File: src/rtl/cpu_pkg.sv
// rtl/cpu_pkg.sv - shared CPU constants and fetch state encodings
package cpu_pkg;

    localparam logic [2:0]  OPC_TWO_WORD = 3'b110;
    localparam logic [15:0] NOP_INSTR    = 16'h0000;

    typedef enum logic [1:0] {
        BOOT = 2'd0,
        RUN  = 2'd1,
        IMM  = 2'd2,
        INT  = 2'd3
    } fetch_state_t;

endpackage

File: src/rtl/fetch_stage.sv
// rtl/fetch_stage.sv - PC/fetch FSM with two-word instructions, flush, stall and interrupt injection
module fetch_stage
    import cpu_pkg::*;
#(
    parameter logic [15:0] RESET_VECTOR_ADDR = 16'h0000,
    parameter logic [15:0] INT_VECTOR_ADDR   = 16'h0001
) (
    input  logic        i_clk,
    input  logic        i_reset,
    input  logic        i_stall,
    input  logic        i_flush,
    input  logic [15:0] i_branch_target,
    input  logic        i_interrupt,
    output logic [15:0] o_imem_addr,
    input  logic [15:0] i_imem_data,
    output logic [15:0] o_instr,
    output logic [15:0] o_imm_value,
    output logic [15:0] o_pc,
    output logic [15:0] o_pc_next,
    output logic        o_valid,
    output logic        o_interrupt
);

    fetch_state_t r_state, w_state_next;
    logic [15:0]  r_pc, w_pc_next_val;
    logic [15:0]  r_hold, w_hold_next;
    logic [15:0]  r_hold_pc, w_hold_pc_next;
    logic         r_pending, w_pending_next;
    logic [15:0]  r_instr, w_instr_next;
    logic [15:0]  r_imm, w_imm_next;
    logic [15:0]  r_opc, w_opc_next;
    logic [15:0]  r_opc_next, w_opc_next_next;
    logic         r_valid, w_valid_next;
    logic         r_int, w_int_next;

    logic [15:0]  w_pc_inc;
    logic         w_two_word;

    assign w_pc_inc   = r_pc + 16'd1;
    assign w_two_word = (i_imem_data[15:13] == OPC_TWO_WORD);

    always_comb begin
        case (r_state)
            BOOT:    o_imem_addr = RESET_VECTOR_ADDR;
            INT:     o_imem_addr = INT_VECTOR_ADDR;
            default: o_imem_addr = r_pc;
        endcase
    end

    always_comb begin
        w_state_next    = r_state;
        w_pc_next_val   = r_pc;
        w_hold_next     = r_hold;
        w_hold_pc_next  = r_hold_pc;
        w_pending_next  = r_pending | i_interrupt;
        w_instr_next    = r_instr;
        w_imm_next      = r_imm;
        w_opc_next      = r_opc;
        w_opc_next_next = r_opc_next;
        w_valid_next    = r_valid;
        w_int_next      = r_int;

        // The boot vector load cannot be redirected; a flush there is dropped.
        if (i_flush && r_state != BOOT) begin
            w_pc_next_val = i_branch_target;
            w_valid_next  = 1'b0;
            w_int_next    = 1'b0;
            w_state_next  = RUN;
        end else if (!i_stall) begin
            case (r_state)
                BOOT: begin
                    w_pc_next_val = i_imem_data;
                    w_valid_next  = 1'b0;
                    w_state_next  = RUN;
                end
                RUN: begin
                    if (r_pending) begin
                        w_valid_next = 1'b0;
                        w_int_next   = 1'b0;
                        w_state_next = INT;
                    end else if (w_two_word) begin
                        w_hold_next    = i_imem_data;
                        w_hold_pc_next = r_pc;
                        w_pc_next_val  = w_pc_inc;
                        w_valid_next   = 1'b0;
                        w_int_next     = 1'b0;
                        w_state_next   = IMM;
                    end else begin
                        w_instr_next    = i_imem_data;
                        w_opc_next      = r_pc;
                        w_opc_next_next = w_pc_inc;
                        w_valid_next    = 1'b1;
                        w_int_next      = 1'b0;
                        w_pc_next_val   = w_pc_inc;
                    end
                end
                IMM: begin
                    w_imm_next      = i_imem_data;
                    w_instr_next    = r_hold;
                    w_opc_next      = r_hold_pc;
                    w_opc_next_next = w_pc_inc;
                    w_valid_next    = 1'b1;
                    w_int_next      = 1'b0;
                    w_pc_next_val   = w_pc_inc;
                    w_state_next    = RUN;
                end
                INT: begin
                    w_instr_next    = NOP_INSTR;
                    w_opc_next      = r_pc;
                    w_opc_next_next = r_pc;
                    w_valid_next    = 1'b1;
                    w_int_next      = 1'b1;
                    w_pc_next_val   = i_imem_data;
                    w_pending_next  = i_interrupt;
                    w_state_next    = RUN;
                end
                default: w_state_next = BOOT;
            endcase
        end
    end

    always_ff @(posedge i_clk) begin
        if (i_reset) begin
            r_state    <= BOOT;
            r_pc       <= 16'h0000;
            r_hold     <= 16'h0000;
            r_hold_pc  <= 16'h0000;
            r_pending  <= 1'b0;
            r_instr    <= 16'h0000;
            r_imm      <= 16'h0000;
            r_opc      <= 16'h0000;
            r_opc_next <= 16'h0000;
            r_valid    <= 1'b0;
            r_int      <= 1'b0;
        end else begin
            r_state    <= w_state_next;
            r_pc       <= w_pc_next_val;
            r_hold     <= w_hold_next;
            r_hold_pc  <= w_hold_pc_next;
            r_pending  <= w_pending_next;
            r_instr    <= w_instr_next;
            r_imm      <= w_imm_next;
            r_opc      <= w_opc_next;
            r_opc_next <= w_opc_next_next;
            r_valid    <= w_valid_next;
            r_int      <= w_int_next;
        end
    end

    assign o_instr     = r_instr;
    assign o_imm_value = r_imm;
    assign o_pc        = r_opc;
    assign o_pc_next   = r_opc_next;
    assign o_valid     = r_valid;
    assign o_interrupt = r_int;

endmodule

File: config.mk
export PLATFORM = sky130hd
export DESIGN_NAME = fetch_stage
export DESIGN_NICKNAME = d
export VERILOG_FILES = /design/src/rtl/cpu_pkg.sv /design/src/rtl/fetch_stage.sv
export SDC_FILE = /design/constraint.sdc
export NUM_CORES = 1
export LEC_CHECK = 0
export BUFFER_PORTS_ARGS = -buffer_cell sky130_fd_sc_hd__buf_2
export CAP_MARGIN = 20
export CORE_MARGIN = 2
export CORE_UTILIZATION = 45
export DETAILED_ROUTE_END_ITERATION = 16
export PLACE_DENSITY = 0.75
export SYNTH_ARGS = -nofsm -noshare
export SYNTH_HDL_FRONTEND = slang
export SYNTH_SLANG_ARGS = --single-unit
File: constraint.sdc
create_clock -name i_clk -period 4.1 [get_ports i_clk]
set_input_delay 0.82 -clock i_clk [delete_from_list [all_inputs] [get_ports i_clk]]
set_output_delay 0.82 -clock i_clk [all_outputs]
set_load 0.005 [all_outputs]
== After elaboration in Yosys (flattened, before gate mapping) ==
Cells that the tools add are included.

* Bits in writable memories: 0
* Register bits after elaboration: 117
* Bits in latches: 0
* Memories kept: 0
* Output and inout port bits: 82
* Bits in read-only memories: 0

* Div/mod/pow operators: 0
* Add/sub/neg operators: 1
* Equal/unequal tests: 10
* Multiply operators: 0
* Reduce and logical (&&, ||, !) cells: 17
* Shift operators: 0
* Mux-type cells: 26
* $lt $le $gt $ge: 0
* Bitwise gates (word level): 4

{| class="wikitable"
|+ Operators by type and width
! operator !! count
|-
| case mux 16 bit (3 select lines) || 4
|-
| two-way mux 16 bit || 9
|-
| case mux 16 bit (2 select lines) || 1
|-
| adder 16 x 1 -> 16 bit, second input constant || 1
|-
| AND reduction 5 bit || 2
|-
| AND reduction 2 bit || 4
|-
| OR reduction 2 bit || 4
|-
| two-way mux 1 bit || 7
|-
| inequality test 3 bit, second input constant || 2
|-
| == test 2 bit, second input constant || 2
|-
| two-way mux 2 bit || 2
|-
| inequality test 2 bit, second input constant || 2
|-
| inequality test 4 bit, second input constant || 1
|-
| case mux 2 bit (2 select lines) || 1
|-
| nonzero test 2 bit || 2
|-
| == test 3 bit, second input constant || 1
|-
| inverter 1 bit || 3
|-
| case mux 1 bit (3 select lines) || 1
|-
| AND reduction 3 bit || 1
|-
| nonzero test 3 bit || 1
|-
| OR reduction 3 bit || 1
|-
| == test 2 x 1 -> 1 bit, second input constant || 1
|-
| logical NOT 2 bit || 1
|-
| inequality test 2 x 1 -> 1 bit, second input constant || 1
|-
| 3 further kinds || 3
|}

== Longest topological paths before layout ==
Gate-level depths: netlist of run 1.

* Word-level depth: 6
* Mapped depth: 10

== Least setup slack after synthesis of run 1 ==
Ideal clock, no wire load.

* Kind: flip-flop to output port
* Start point: reg r_state[0]
* End point: out o_imem_addr[11]
* Arrival time: 1.626 ns
* Setup slack: 1.654 ns
* Path buffers: 3
* Cell stages (with the launch flop): 7
* Cells stage by stage: dfxtp_1 > inv_1 > ha_1 > clkbuf_1 > clkbuf_1 > clkbuf_1 > and2_1

* Longest elaborated chain between the ends: 2

{| class="wikitable"
|+ RTL lines
! element !! line !! RTL
|-
| start, declared || fetch_stage.sv:24 || <nowiki>fetch_state_t r_state, w_state_next;</nowiki>
|-
| start signal, assigned || fetch_stage.sv:136 || <nowiki>r_state <= w_state_next;</nowiki>
|-
| == test 2 bit / logical NOT 2 bit (equally long branches) || fetch_stage.sv:43 || <nowiki>case (r_state)</nowiki>
|-
| case mux 16 bit (2 select lines) * || fetch_stage.sv:43 ||
|-
| end, declared || fetch_stage.sv:14 || <nowiki>output logic [15:0] o_imem_addr,</nowiki>
|}

Every way passes the cells marked *; elsewhere a longest branch is shown, timed or not.

== Final worst setup path of run 1 ==
* Start point: reg r_state[0]
* End point: out o_imem_addr[7]

Same word-level chain as after synthesis.

==> results of run 1 <==
final cells by class:
class	instances	area (um2)
tap	168	210
fill	1146	5320
inverter	8	30.0
multi-input combinational	490	2870
clock buffer	22	464
sequential	117	2340
timing repair buffer	129	676
clock inverter	10	153
worst max path at each step:
stage / slack (ns) / end / cells past startpoint / startpoint
floorplan: 1.65 / o_imem_addr[11] / 6 / r_state[0]
global placement: 1.36 / o_pc_next[6] / 6 / i_stall
detailed placement: 1.30 / o_pc_next[10] / 6 / i_stall
CTS: 1.09 / o_imem_addr[7] / 5 / r_state[0]
global route: 0.96 / o_imem_addr[7] / 5 / r_state[0]
finish: 1.11 / o_imem_addr[7] / 5 / r_state[0]
worst min-delay path: cells and delay by family, from the launching register on:
family          cells  cell delay, ns
flops               1            0.30
simple gates        1            0.05
compound gates      1            0.05
synth_stat cells, types with 2 or more instances:
library cell  count  area [um2]
dfxtp_1         117        2340
nand2_1         108         405
a21oi_1          84         420
nor2_1           67         251
a211oi_1         46         345
clkbuf_1         29         109
buf_2            26         130
mux2i_1          20         200
xnor2_1          20         175
o21ai_0          19        95.1
nor3b_1          18         135
and2_1           13        81.3
nor3_1           12        60.1
nand3_1           9        45.0
and3_1            8        50.1
buf_4             8        60.1
inv_1             8        30.0
ha_1              6        75.1
o21a_1            5        37.5
buf_1             4        15.0
buf_6             4        45.0
nor4_1            4        25.0
xor2_1            4        35.0
a31oi_1           3        18.8
nand4_1           3        18.8
nor2b_1           3        18.8
o21bai_1          3        22.5
o22ai_1           3        18.8
or3_1             3        18.8
a211oi_2          2        25.0
nand4_4           2        42.5
nand4b_1          2        17.5
nor4_2            2        25.0
o221ai_1          2        17.5
o22a_1            2        17.5
metrics by stage:
| stage | area (um2) | instances | setup WS [ns] | total power [uW] |
|---|---|---|---|---|
| floorplan | 5590 | 686 | 1.65 | 1570 |
| finish | 6750 | 944 | 1.11 | 3240 |
| detailed placement | 6130 | 912 | 1.30 | 1710 |
| global route | 6750 | 944 | 0.964 | 3370 |
| CTS | 6750 | 944 | 1.09 | 3250 |
| global placement | 6130 | 912 | 1.36 | 1710 |
routing by layer:
layer	routed length [um]	part of all wire (%)
met4	390	2.5
met1	7510	48
met5	0	0
met2	6640	42
met3	1130	7.2
where the power goes:
part           switching, uW  internal (uW)
Clock                    501           1040
Combinational            242            169
Sequential              92.5           1200
kinds of logic after synthesis:
| group | Yosys count | synth area share, % |
|---|---|---|
| flip-flops | 117 | 41.9 |
| XOR/XNOR | 24 | 3.76 |
| AND/OR/NAND/NOR | 265 | 23.1 |
| adder cells (fa/ha/maj) | 6 | 1.34 |
| AO/OA/AOI/OAI | 174 | 19.1 |
| buffers and inverters | 79 | 6.96 |
| multiplexers | 21 | 3.78 |
cells in the final DEF (no fill, tap or decap), types with 3 or more instances in the layout:
| master | instances |
|---|---|
| nor2_1 | 66 |
| nand3_1 | 9 |
| buf_4 | 12 |
| o21a_1 | 5 |
| a21oi_1 | 84 |
| bufinv_16 | 4 |
| o21bai_1 | 3 |
| o21ai_0 | 19 |
| clkbuf_16 | 17 |
| buf_2 | 117 |
| nor2b_1 | 3 |
| nand4_1 | 3 |
| xor2_1 | 4 |
| ha_1 | 5 |
| a31oi_1 | 3 |
| or3_1 | 3 |
| and3_1 | 8 |
| dfxtp_1 | 117 |
| clkinv_2 | 5 |
| inv_1 | 8 |
| nand2_1 | 108 |
| o22ai_1 | 3 |
| nor3_1 | 12 |
| a211oi_1 | 46 |
| clkbuf_1 | 3 |
| xnor2_1 | 20 |
| mux2i_1 | 20 |
| and2_1 | 13 |
| nor4_1 | 4 |
| nor3b_1 | 18 |
registers in the layout (all words and copies together), names as in the netlist:
signal / flops
o_imm_value: 16
o_instr: 16
o_pc: 16
o_pc_next: 16
r_hold: 16
r_hold_pc: 16
r_pc: 16
r_state: 2
o_interrupt: 1
o_valid: 1
r_pending: 1
==> impl_metrics.env, run 1 <==
export IMPL_status="finished, final reports clean"
export IMPL_setup_tns_ns=0
export IMPL_postSynth_asyncResetShare_pct=0
export IMPL_clk_pin_slew_worst_paths_ns=0.05
export IMPL_drive_gt1_share_pct=22.3
export IMPL_routed_wirelength_um=15700
export IMPL_worstSetupPathType="flip-flop to primary output"
export IMPL_clockBufferDepth=2
export IMPL_cts_root_buf="clkbuf_16"
export IMPL_grt_pass1_vias=4652
export IMPL_netlist_area_um2=5590
export IMPL_gp_congestion=0.949
export IMPL_die_h_um=115
export IMPL_syn_avg_cell_area_um2=8.15
export IMPL_skew_ns=0.00788
export IMPL_ys_warnings_count=0
export IMPL_portBuffers=118
export IMPL_r2r_start="r_state[0]"
export IMPL_cts_made_buffers=17
export IMPL_grt_max_degree=61
export IMPL_clock_fmax_mhz=334
export IMPL_worst_pin_slew_ns=0.747
export IMPL_start_util_pct=46.4
export IMPL_drt_initial_drc_count=613
export IMPL_num_io_pins=119
export IMPL_startpoint_type="flip-flop"
export IMPL_relSlewSlack_pct=50.2
export IMPL_grt_use_met2_pct=32.2
export IMPL_synth_top_flop_cell="dfxtp_1"
export IMPL_path_cells="inv_1 -> ha_1 -> inv_1 -> nor2_1 -> buf_2"
export IMPL_post_route_util_pct=55.9
export IMPL_slew_viol_final=0
export IMPL_yosysSeqAreaShare_pct=41.9
export IMPL_num_vias=5184
export IMPL_antenna_left=0
export IMPL_critical_path_buf_inv_count=3
export IMPL_crit_slowest_cell="ha_1"
export IMPL_drcViolationCount=0
export IMPL_cts_tree="built"
export IMPL_ctsHoldBuffers=0
export IMPL_fin_crit_ns=2.99
export IMPL_dieArea_um2=13300
export IMPL_hp_start="r_hold_pc[3]"
export IMPL_reg2reg_depth=7
export IMPL_dpl_hpwl_um=10700
export IMPL_irDropWorstVdd_mv=0.257
export IMPL_syn_instance_count=686
export IMPL_rsz0062_at_grt="false"
export IMPL_cp_common_cell="inv_1"
export IMPL_hold_class="flip-flop to flip-flop"
export IMPL_grt_use_met3_pct=5.70
export IMPL_clk_latency_ns=0.41
export IMPL_leakagePower_uw=0.00259
export IMPL_hold_ws_ns=0.452
export IMPL_worst_r2r_endpoint="o_pc_next[7]"
export IMPL_grt_usage_pct=23.7
export IMPL_antenna_cells=0
export IMPL_hold_viol=0
export IMPL_worstSetupEndpointType="primary output"
export IMPL_min_path_cells=2
export IMPL_path_delay_family="adder cells"
export IMPL_synth_edf_count=0
export IMPL_area_growth_pct=20.6
export IMPL_period_share_pct=73.0
export IMPL_first_pass_iters=5
export IMPL_coreArea_um2=12100
export IMPL_use_met1_pct=35.5
export IMPL_busiest_layer="met1"
export IMPL_rrSetupSlack_ns=1.53
export IMPL_crit_arrival_ns=2.17
export IMPL_h_tree_depth=4
export IMPL_routedWlPerCell_um=16.6
export IMPL_ys_types=52
export IMPL_hold_path_endpoint="r_hold_pc[3]"
export IMPL_antenna_found_initial=0
export IMPL_fin_nets=806
export IMPL_clock_sinks=117
export IMPL_grt_ovfl_total=0
export IMPL_rows=40
export IMPL_critPathMaxStageDelay_ns=0.66
export IMPL_power_density_nw_per_um2=481
export IMPL_worst_path_max_fanout=20
export IMPL_drv_cap=0
export IMPL_ys_ff_latch=117
export IMPL_syn_num_nets=729
export IMPL_die_w_um=115
export IMPL_setup_violations=0
export IMPL_required_ns=3.28
export IMPL_grt_pass1_wl_um=24500
export IMPL_via_per_inst=5.49
export IMPL_cts_resized=0
export IMPL_post_cts_buffers=0
No activity file was read; power rests on OpenSTA's default activity.
==> run 2: changes to the inputs <==
ABC_AREA = 1   (was unset)
PLACE_DENSITY = 0.78   (was 0.75)
clock period = 2.5 ns   (was 4.1 ns; I/O delays follow)
==> run 2 against run 1 <==
  * Sequential cell count is the same
  * Core utilization grew 1.2 points
  * Synthesized cell count grew 8.6%
  * Non-clock buffer count grew 5
  * Sequential power grew 62%
  * Area after synthesis shrank 3.6%
  * Highest routed layer unchanged
==> impl_metrics.env, run 2 <==
export IMPL_status="finished, final reports clean"
export IMPL_dpl_hpwl_um=11600
export IMPL_min_path_cells=3
export IMPL_dieArea_um2=12900
export IMPL_rows=39
export IMPL_via_per_inst=5.56
export IMPL_ys_top_cells_by_area="dfxtp_1, nand2_1, a21oi_1"
export IMPL_drt_initial_drc_count=694
export IMPL_routed_wirelength_um=16700
export IMPL_irDropWorstVdd_mv=0.416
export IMPL_p_clk_share_pct=46.6
export IMPL_worstSetupPathType="flip-flop to primary output"
export IMPL_yosysSeqAreaShare_pct=43.5
export IMPL_cts_made_buffers=17
export IMPL_antenna_left=0
export IMPL_cts_root_buf="clkbuf_16"
export IMPL_grt_pass1_wl_um=25800
export IMPL_h_tree_depth=4
export IMPL_syn_num_nets=788
export IMPL_ys_types=36
export IMPL_setup_tns_ns=0
export IMPL_setup_violations=0
export IMPL_mostFrequentLayoutCell="nand2_1"
export IMPL_r2r_start="r_state[1]"
export IMPL_gp_congestion=0.958
export IMPL_grt_pass1_vias=5028
export IMPL_cts_resized=0
export IMPL_grt_max_degree=83
export IMPL_p_int_uw=3710
export IMPL_rsz0062_at_grt="false"
export IMPL_portBuffers=118
export IMPL_layout_setup_ws_ns=0.123
export IMPL_num_io_pins=119
export IMPL_antenna_cells=0
export IMPL_clock_sinks=117
export IMPL_drcViolationCount=0
export IMPL_die_h_um=113
export IMPL_place_ws_ns=0.444
export IMPL_leakagePower_uw=0.00307
export IMPL_drv_cap=0
export IMPL_synth_top_flop_cell="dfxtp_1"
export IMPL_area_growth_pct=22.6
export IMPL_drive_gt1_share_pct=22.0
export IMPL_clockBufferDepth=2
export IMPL_post_route_util_pct=57.1
export IMPL_period_share_pct=95.1
export IMPL_fin_crit_ns=2.38
export IMPL_seq_power_share_pct=39.7
export IMPL_relSlewSlack_pct=49.9
export IMPL_grt_ovfl_total=0
export IMPL_first_pass_iters=6
export IMPL_slew_viol_final=0
export IMPL_worst_path_max_fanout=14
export IMPL_routedWlPerCell_um=16.7
export IMPL_die_w_um=113
export IMPL_hold_viol=0
export IMPL_clock_fmax_mhz=421
export IMPL_ys_warnings_count=0
export IMPL_comb_power_share_pct=13.7
export IMPL_final_fill_count=1089
export IMPL_worst_r2r_endpoint="r_hold_pc[15]"
export IMPL_fin_nets=890
export IMPL_clk_pin_slew_worst_paths_ns=0.05
export IMPL_grt_usage_pct=25.8
export IMPL_post_cts_buffers=0
export IMPL_hold_path_endpoint="r_pending"
export IMPL_hold_class="input pin to flip-flop"
export IMPL_sw_frac_of_total_pct=29.4
export IMPL_synth_top_area_share_pct=43.5
export IMPL_ys_ff_latch=117
export IMPL_synth_most_common_cell="nand2_1"
export IMPL_netlist_area_um2=5390
export IMPL_clk_latency_ns=0.42
export IMPL_postSynth_asyncResetShare_pct=0
export IMPL_syn_instance_count=745
export IMPL_worstSetupEndpointType="primary output"
export IMPL_required_ns=2.00
export IMPL_hp_start="i_interrupt"
export IMPL_synth_common_cells="nand2_1, dfxtp_1, a21oi_1, nor2_1, o21ai_0"
export IMPL_start_util_pct=46.6
export IMPL_ctsHoldBuffers=0
export IMPL_syn_avg_cell_area_um2=7.24
export IMPL_yosysTopAreaCell="dfxtp_1"
export IMPL_worst_pin_slew_ns=0.747
export IMPL_num_vias=5578
export IMPL_crit_arrival_ns=1.88
export IMPL_p_sw_uw=1550
export IMPL_reg2reg_depth=11
export IMPL_coreArea_um2=11600
export IMPL_synth_edf_count=0
export IMPL_power_density_nw_per_um2=796
export IMPL_startpoint_type="flip-flop"
export IMPL_layout_common_cells="nand2_1, buf_2, dfxtp_1"
export IMPL_rrSetupSlack_ns=0.35
export IMPL_antenna_found_initial=0
export IMPL_skew_ns=0.00941
export IMPL_cts_tree="built"
==> run 2: cell count changes after synthesis, sizes merged, moves of 18 or more <==
cell and change:
inv +46, nand3 +26, nand2 +43, xnor2 -19
mux2i -20, a211oi -47, nor3b -18, o21ai +77
==> run 2: logic make-up after synthesis <==
| logic type | count (synthesis) | share of synthesized area [%] |
|---|---|---|
| and+or+nand+nor | 274 | 21.4 |
| buffers and inverters | 105 | 8.94 |
| AOI/OAI and AO/OA | 235 | 23.6 |
| DFF | 117 | 43.5 |
| xor gates and xnor gates | 8 | 1.30 |
| adders and majority gates | 6 | 1.39 |
==> run 2: how the worst max path moves through the flow <==
stage / from / end / slack (ns) / cells past startpoint
after detailed placement: r_state[1] / r_hold_pc[2] / 0.44 / 11
after floorplan: r_state[0] / o_imem_addr[12] / 0.52 / 6
final: r_state[0] / o_imem_addr[3] / 0.12 / 6
after CTS: r_state[0] / o_imem_addr[3] / 0.02 / 6
after global placement: i_flush / r_hold[3] / 0.52 / 9
after global routing: r_state[0] / o_imem_addr[2] / 0.02 / 6
==> run 2: area by class of cell <==
class                           count  area (um2)  area share (%)
Sequential cell                   117        2340            35.5
Clock buffer                       17         425            6.44
Tap cell                          143         179            2.71
Multi-Input combinational cell    523        2570            38.9
Timing Repair Buffer              134         711            10.8
Inverter                           54         210            3.18
Clock inverter                     15         170            2.58
==> run 2: through the flow <==
step / cell area, um2 / cells / hold WS [ns] / total power (uW)
2_1_floorplan: 5390 / 745 / 0.425 / 2540
3_3_place_gp: 6010 / 971 / 0.433 / 2810
3_5_place_dp: 6010 / 971 / 0.437 / 2820
4_1_cts: 6600 / 1003 / 0.324 / 5250
5_1_grt: 6610 / 1003 / 0.354 / 5440
6_report: 6610 / 1003 / 0.344 / 5260
==> run 2: critical path: stages (launching register included) <==
cell and delay [ns]:
dfxtp_1 0.41, inv_1 0.09, ha_2 0.50, buf_4 0.22
nand2_1 0.06, inv_1 0.07, buf_2 0.10
==> run 2: power by group through the flow <==
stage          clock network [uW]  logic [uW]  registers, uW
3_5_place_dp                    0         702           2120
2_1_floorplan                   0         469           2070
6_report                     2450         720           2090
4_1_cts                      2460         710           2080
5_1_grt                      2550         797           2100
3_3_place_gp                    0         693           2120
==> run 2: metal layers <==
layer	GRT usage (%)	vias up	share of wire (%)
met5	0	-	0
met2	38.6	300	45
met1	35.4	2548	42
li1	-	2685	-
met3	6.48	45	9.8
met4	11.5	0	3.1
